**src/rtl/rate_digit_counter.sv**
```systemverilog
// Multi-digit hex/BCD display counter stepped by a selectable-rate clock-enable divider.
// Each digit is a cell in a ripple carry/borrow chain that also drives its own 7-seg decoder.

module rate_digit_cell #(
  parameter bit BCD = 1'b0
) (
  input  logic [3:0] d_i,
  input  logic       ci_i,
  input  logic       up_i,
  output logic [3:0] nxt_o,
  output logic       co_o,
  output logic [6:0] seg_o
);
  localparam logic [3:0] MAX = BCD ? 4'd9 : 4'd15;

  // ci_i is the carry (up) or borrow (down) entering this digit.
  always_comb begin
    nxt_o = d_i;
    co_o  = 1'b0;
    if (ci_i) begin
      if (up_i) begin
        if (d_i == MAX) begin
          nxt_o = 4'd0;
          co_o  = 1'b1;
        end else begin
          nxt_o = d_i + 4'd1;
        end
      end else begin
        if (d_i == 4'd0) begin
          nxt_o = MAX;
          co_o  = 1'b1;
        end else begin
          nxt_o = d_i - 4'd1;
        end
      end
    end
  end

  always_comb begin
    case (d_i)
      4'h0:    seg_o = 7'b1000000;
      4'h1:    seg_o = 7'b1111001;
      4'h2:    seg_o = 7'b0100100;
      4'h3:    seg_o = 7'b0110000;
      4'h4:    seg_o = 7'b0011001;
      4'h5:    seg_o = 7'b0010010;
      4'h6:    seg_o = 7'b0000010;
      4'h7:    seg_o = 7'b1111000;
      4'h8:    seg_o = 7'b0000000;
      4'h9:    seg_o = 7'b0010000;
      4'hA:    seg_o = 7'b0001000;
      4'hB:    seg_o = 7'b0000011;
      4'hC:    seg_o = 7'b1000110;
      4'hD:    seg_o = 7'b0100001;
      4'hE:    seg_o = 7'b0000110;
      default: seg_o = 7'b0001110;
    endcase
  end
endmodule

module rate_digit_counter #(
  parameter int DIGITS = 2,
  parameter bit BCD    = 1'b0,
  parameter int DIV0   = 1,
  parameter int DIV1   = 12500000,
  parameter int DIV2   = 25000000,
  parameter int DIV3   = 50000000,
  parameter int DIV_W  = 26
) (
  input  logic                  clock,
  input  logic                  resetn,
  input  logic [1:0]            sel_i,
  input  logic                  run_i,
  input  logic                  up_i,
  input  logic                  load_i,
  input  logic [4*DIGITS-1:0]   load_value_i,
  output logic [4*DIGITS-1:0]   count_o,
  output logic                  tick_o,
  output logic                  wrap_o,
  output logic [7*DIGITS-1:0]   hex_o
);
  localparam logic [DIV_W-1:0] LAST0 = DIV_W'(DIV0 - 1);
  localparam logic [DIV_W-1:0] LAST1 = DIV_W'(DIV1 - 1);
  localparam logic [DIV_W-1:0] LAST2 = DIV_W'(DIV2 - 1);
  localparam logic [DIV_W-1:0] LAST3 = DIV_W'(DIV3 - 1);

  logic [DIGITS-1:0][3:0] cnt_q, cnt_d, cnt_step, ld_val;
  logic [DIGITS-1:0][6:0] seg;
  logic [DIGITS:0]        carry;
  logic [DIV_W-1:0]       div_q, div_d, div_last;
  logic [1:0]             sel_q;
  logic                   tick_q, tick_d, wrap_q, wrap_d;

  assign carry[0] = 1'b1;

  for (genvar g = 0; g < DIGITS; g++) begin : g_dig
    rate_digit_cell #(.BCD(BCD)) u_cell (
      .d_i   (cnt_q[g]),
      .ci_i  (carry[g]),
      .up_i  (up_i),
      .nxt_o (cnt_step[g]),
      .co_o  (carry[g+1]),
      .seg_o (seg[g])
    );
    // Decimal mode never admits a digit above 9, so the carry chain stays valid.
    assign ld_val[g] = (BCD && (load_value_i[4*g +: 4] > 4'd9)) ? 4'd0
                                                                 : load_value_i[4*g +: 4];
  end

  always_comb begin
    case (sel_q)
      2'd0:    div_last = LAST0;
      2'd1:    div_last = LAST1;
      2'd2:    div_last = LAST2;
      default: div_last = LAST3;
    endcase
  end

  always_comb begin
    cnt_d  = cnt_q;
    div_d  = div_q;
    tick_d = 1'b0;
    wrap_d = 1'b0;
    if (load_i) begin
      cnt_d = ld_val;
      div_d = '0;
    end else if (sel_i != sel_q) begin
      div_d = '0;
    end else if (run_i) begin
      if (div_q == div_last) begin
        div_d  = '0;
        cnt_d  = cnt_step;
        tick_d = 1'b1;
        wrap_d = carry[DIGITS];
      end else begin
        div_d = div_q + DIV_W'(1);
      end
    end
  end

  always_ff @(posedge clock) begin
    if (!resetn) begin
      cnt_q  <= '0;
      div_q  <= '0;
      sel_q  <= sel_i;
      tick_q <= 1'b0;
      wrap_q <= 1'b0;
    end else begin
      cnt_q  <= cnt_d;
      div_q  <= div_d;
      sel_q  <= sel_i;
      tick_q <= tick_d;
      wrap_q <= wrap_d;
    end
  end

  assign count_o = cnt_q;
  assign hex_o   = seg;
  assign tick_o  = tick_q;
  assign wrap_o  = wrap_q;
endmodule

```
**config.mk**
```make
export PLATFORM = sky130hd
export DESIGN_NAME = rate_digit_counter
export DESIGN_NICKNAME = d
export VERILOG_FILES = /design/src/rtl/rate_digit_counter.sv
export SDC_FILE = /design/constraint.sdc
export NUM_CORES = 1
export LEC_CHECK = 0
export ABC_AREA = 1
export CAP_MARGIN = 10
export CORE_MARGIN = 4
export CORE_UTILIZATION = 51
export DETAILED_ROUTE_END_ITERATION = 10
export PLACE_DENSITY = 0.87
export SLEW_MARGIN = 20
export SYNTH_ARGS = -nofsm -noshare
export SYNTH_HDL_FRONTEND = slang
export SYNTH_HIERARCHICAL = 1
export SYNTH_SLANG_ARGS = --single-unit
```
**constraint.sdc**
```tcl
create_clock -name clock -period 1.9 [get_ports clock]
set_input_delay 0.285 -clock clock [delete_from_list [all_inputs] [get_ports clock]]
set_output_delay 0.285 -clock clock [all_outputs]
set_load 0.1 [all_outputs]
```
==> flow_metrics.tcl <==
set metrics [dict create \
    cts_buffers 5 \
    synth_nets 579 \
    rsz0062_at_grt "yes" \
    fin_total_pwr_mw 2.71 \
    numPortBuffers 38 \
    slowest_delay_ns 0.38 \
    hpwl_um 6930 \
    first_global_vias 3656 \
    tns_ns -0.0278 \
    fp.dieW_um 89.0 \
    vdd_drop_max_mv 0.486 \
    syn2layout_area_growth_pct 40.7 \
    path_cells "clkinvlp_4, buf_4, ha_4, a21oi_4, nor2_4, buf_6, buf_4, nand2_1, nand2_1, nand2_1, nand2_1, a21oi_2, nor2_1" \
    start_kind "register" \
    netlist_area_um2 3340 \
    via_per_inst 5.57 \
    antenna_cells 0 \
    cts.sinks 38 \
    dieArea_um2 7910 \
    syn_inst 547 \
    synth-seq-cells 38 \
    final_core_util 0.740 \
    layout_setup_ws_ns -0.0158 \
    start_util 0.526 \
    final_cell_count_no_fill 698 \
    finalWorstPathRequiredPeriod_ns 1.92 \
    grt_pass1_wl_um 16100 \
    yosysUniqueCellTypes 42 \
    crit_fanout 4 \
    ys_warn_count 6 \
    drv_cap 0 \
    fillerInstances 437 \
    synth.top_cells.by_area "dfxtp_1, nand2_1, nor2_1" \
    num_vias 3891 \
    cp.arrival_ns 2.10 \
    cpMaxStageDelayCell "dfxtp_4" \
    die_h_um 89.0 \
    wl_um 10500 \
    place_ws_ns -0.0675 \
    drt-wirelength-per-cell_um 15.0 \
    grtUsageTotal 0.255 \
    io_pins 39 \
    status "complete, but fails checks" \
    rows 29 \
    drv_slew 0 \
    clock-root-buffer "clkbuf_8" \
    hold_path_class "in -> reg" \
    final_cell_mix "nand2_1, nor2_1, buf_4, inv_1, nand3_1" \
    clock_path_buffers 2 \
    grt_max_degree 19 \
    drtAntennaViolNets 0 \
    worstSetupPathType "reg -> reg" \
    nets 652 \
    skew_ns 0.0110 \
    cp.buffers_inverters 4 \
    cpMostUsedCell "nand2_1" \
    grt_antenna_before_repair 0 \
    h-tree-depth 2 \
    ys_seq_area_frac 0.228 \
    period_share 1.01 \
    max_freq_mhz 522 \
    required_ns 2.09 \
    globalplace.congestion 0.954 \
    layout-drive-gt1-share 0.304 \
    synthFlopType "dfxtp_1" \
    post_synth.cell_area_avg_um2 6.11 \
    grt_remaining_overflow 0 \
    p_leak_nw 1.94 \
    core_area_um2 6350 \
    path_clk_slew_ns 0.08 \
    setup_viol 2 \
    dp.cells 675 \
    yosysTopAreaCell "dfxtp_1" \
    violations "setup timing" \
    worstSkewPairLatency_ns 0.30 \
    first_pass_iters 7 \
    hold_buffers 0 \
    power.density_nw_per_um2 577 \
    async_flop_share 0 \
    synth-edff-count 0 \
    final_common_cell "nand2_1" \
    critPathCaptureType "register" \
    hold_viol 0 \
    cp_top_family "buffers and inverters" \
    dr.first_iter.drc_count 217 \
    synth_top_cell_area_share 0.228 \
    cts_tree "done" \
    route.detailed.drc 0 \
]
==> synth_stat cells, types with 4 or more instances <==
library cell,n
a21oi_1,17
a21oi_2,10
buf_2,6
buf_6,5
dfxtp_1,38
ha_1,17
inv_1,55
inv_2,10
nand2_1,169
nand3_1,42
nand4_1,6
nor2_1,72
nor2_2,7
nor3_1,11
o21ai_0,23
o21ai_1,4
xnor2_1,4
xor2_1,14
==> metal layers <==
layer | global-route usage | vias up | routed length, µm
li1 | - | 1881 | -
met1 | 0.294 | 1788 | 3990
met2 | 0.475 | 190 | 5300
met3 | 0.0350 | 32 | 866
met4 | 0.0934 | 0 | 313
met5 | 0 | - | 0
==> area by class of cell <==
| type | count | area [µm²] | share of cell area |
|---|---|---|---|
| well taps | 77 | 96.3 | 0.0205 |
| inverters | 66 | 264 | 0.0562 |
| repair buffers | 81 | 867 | 0.184 |
| clock inverters | 1 | 5.00 | 0.00106 |
| multi-input cells | 428 | 2580 | 0.550 |
| clock buffers | 7 | 86.3 | 0.0184 |
| flip-flops and latches | 38 | 798 | 0.170 |
==> sequential cells by signal (all words and copies together), names as in the netlist <==
name and cells:
div_q 26, sel_q 2, wrap_o 1, tick_o 1, count_o 8
==> worst register-to-register path: cells and delay by family, from the launching register on <==
kind	cells	cell delay, ns
AND/OR/NAND/NOR	6	0.40
adder cells (fa/ha/maj)	1	0.17
flip-flops	1	0.38
AO/OA/AOI/OAI	2	0.27
buffers and inverters	4	0.58
==> cells by family (layout without fill, tap and decap cells) <==
group / after synthesis / count (layout) / share of synthesized area
compound gates: 64 / 64 / 0.116
simple gates: 327 / 328 / 0.434
xor+xnor: 18 / 18 / 0.0472
other cells: 1 / 1 / 0.00112
fa+ha+maj: 17 / 17 / 0.0636
buf+inv: 82 / 155 / 0.110
flops: 38 / 38 / 0.228
==> through the flow <==
step           instance area [µm²]  hold slack, ns
5_1_grt                       4700           0.475
3_3_place_gp                  4270           0.500
3_5_place_dp                  4270           0.518
6_report                      4700           0.480
4_1_cts                       4530           0.478
2_1_floorplan                 3540           0.313
==> worst paths after layout <==
path	from	endpoint	slack [ns]	depth (start not counted)
worst min-delay path	sel_i[0]	sel_q[0]	0.48	1
worst min register to register	div_q[16]	div_q[16]	0.53	2
worst max-delay path	count_o[0]	count_o[7]	-0.02	13
worst max register to register	count_o[0]	count_o[7]	-0.02	13
==> where the power goes <==
part / leakage, nW / internal, mW / switching [mW] / total [mW]
Sequential: 0.314 / 0.810 / 0.0559 / 0.866
Clock: 0.0482 / 0.293 / 0.286 / 0.579
Combinational: 1.58 / 0.466 / 0.800 / 1.27
Total: 1.94 / 1.57 / 1.14 / 2.71
==> repair_timing <==
| action | 4_1_cts | 5_1_grt |
|---|---|---|
| setup endpoints to repair | 33 | 40 |
| pin swaps | 7 | 8 |
| resized for setup | 25 | 35 |
| gates cloned | 1 | 0 |
| setup buffers | 10 | 4 |
Note: power is estimated with default switching activity, not from simulation.
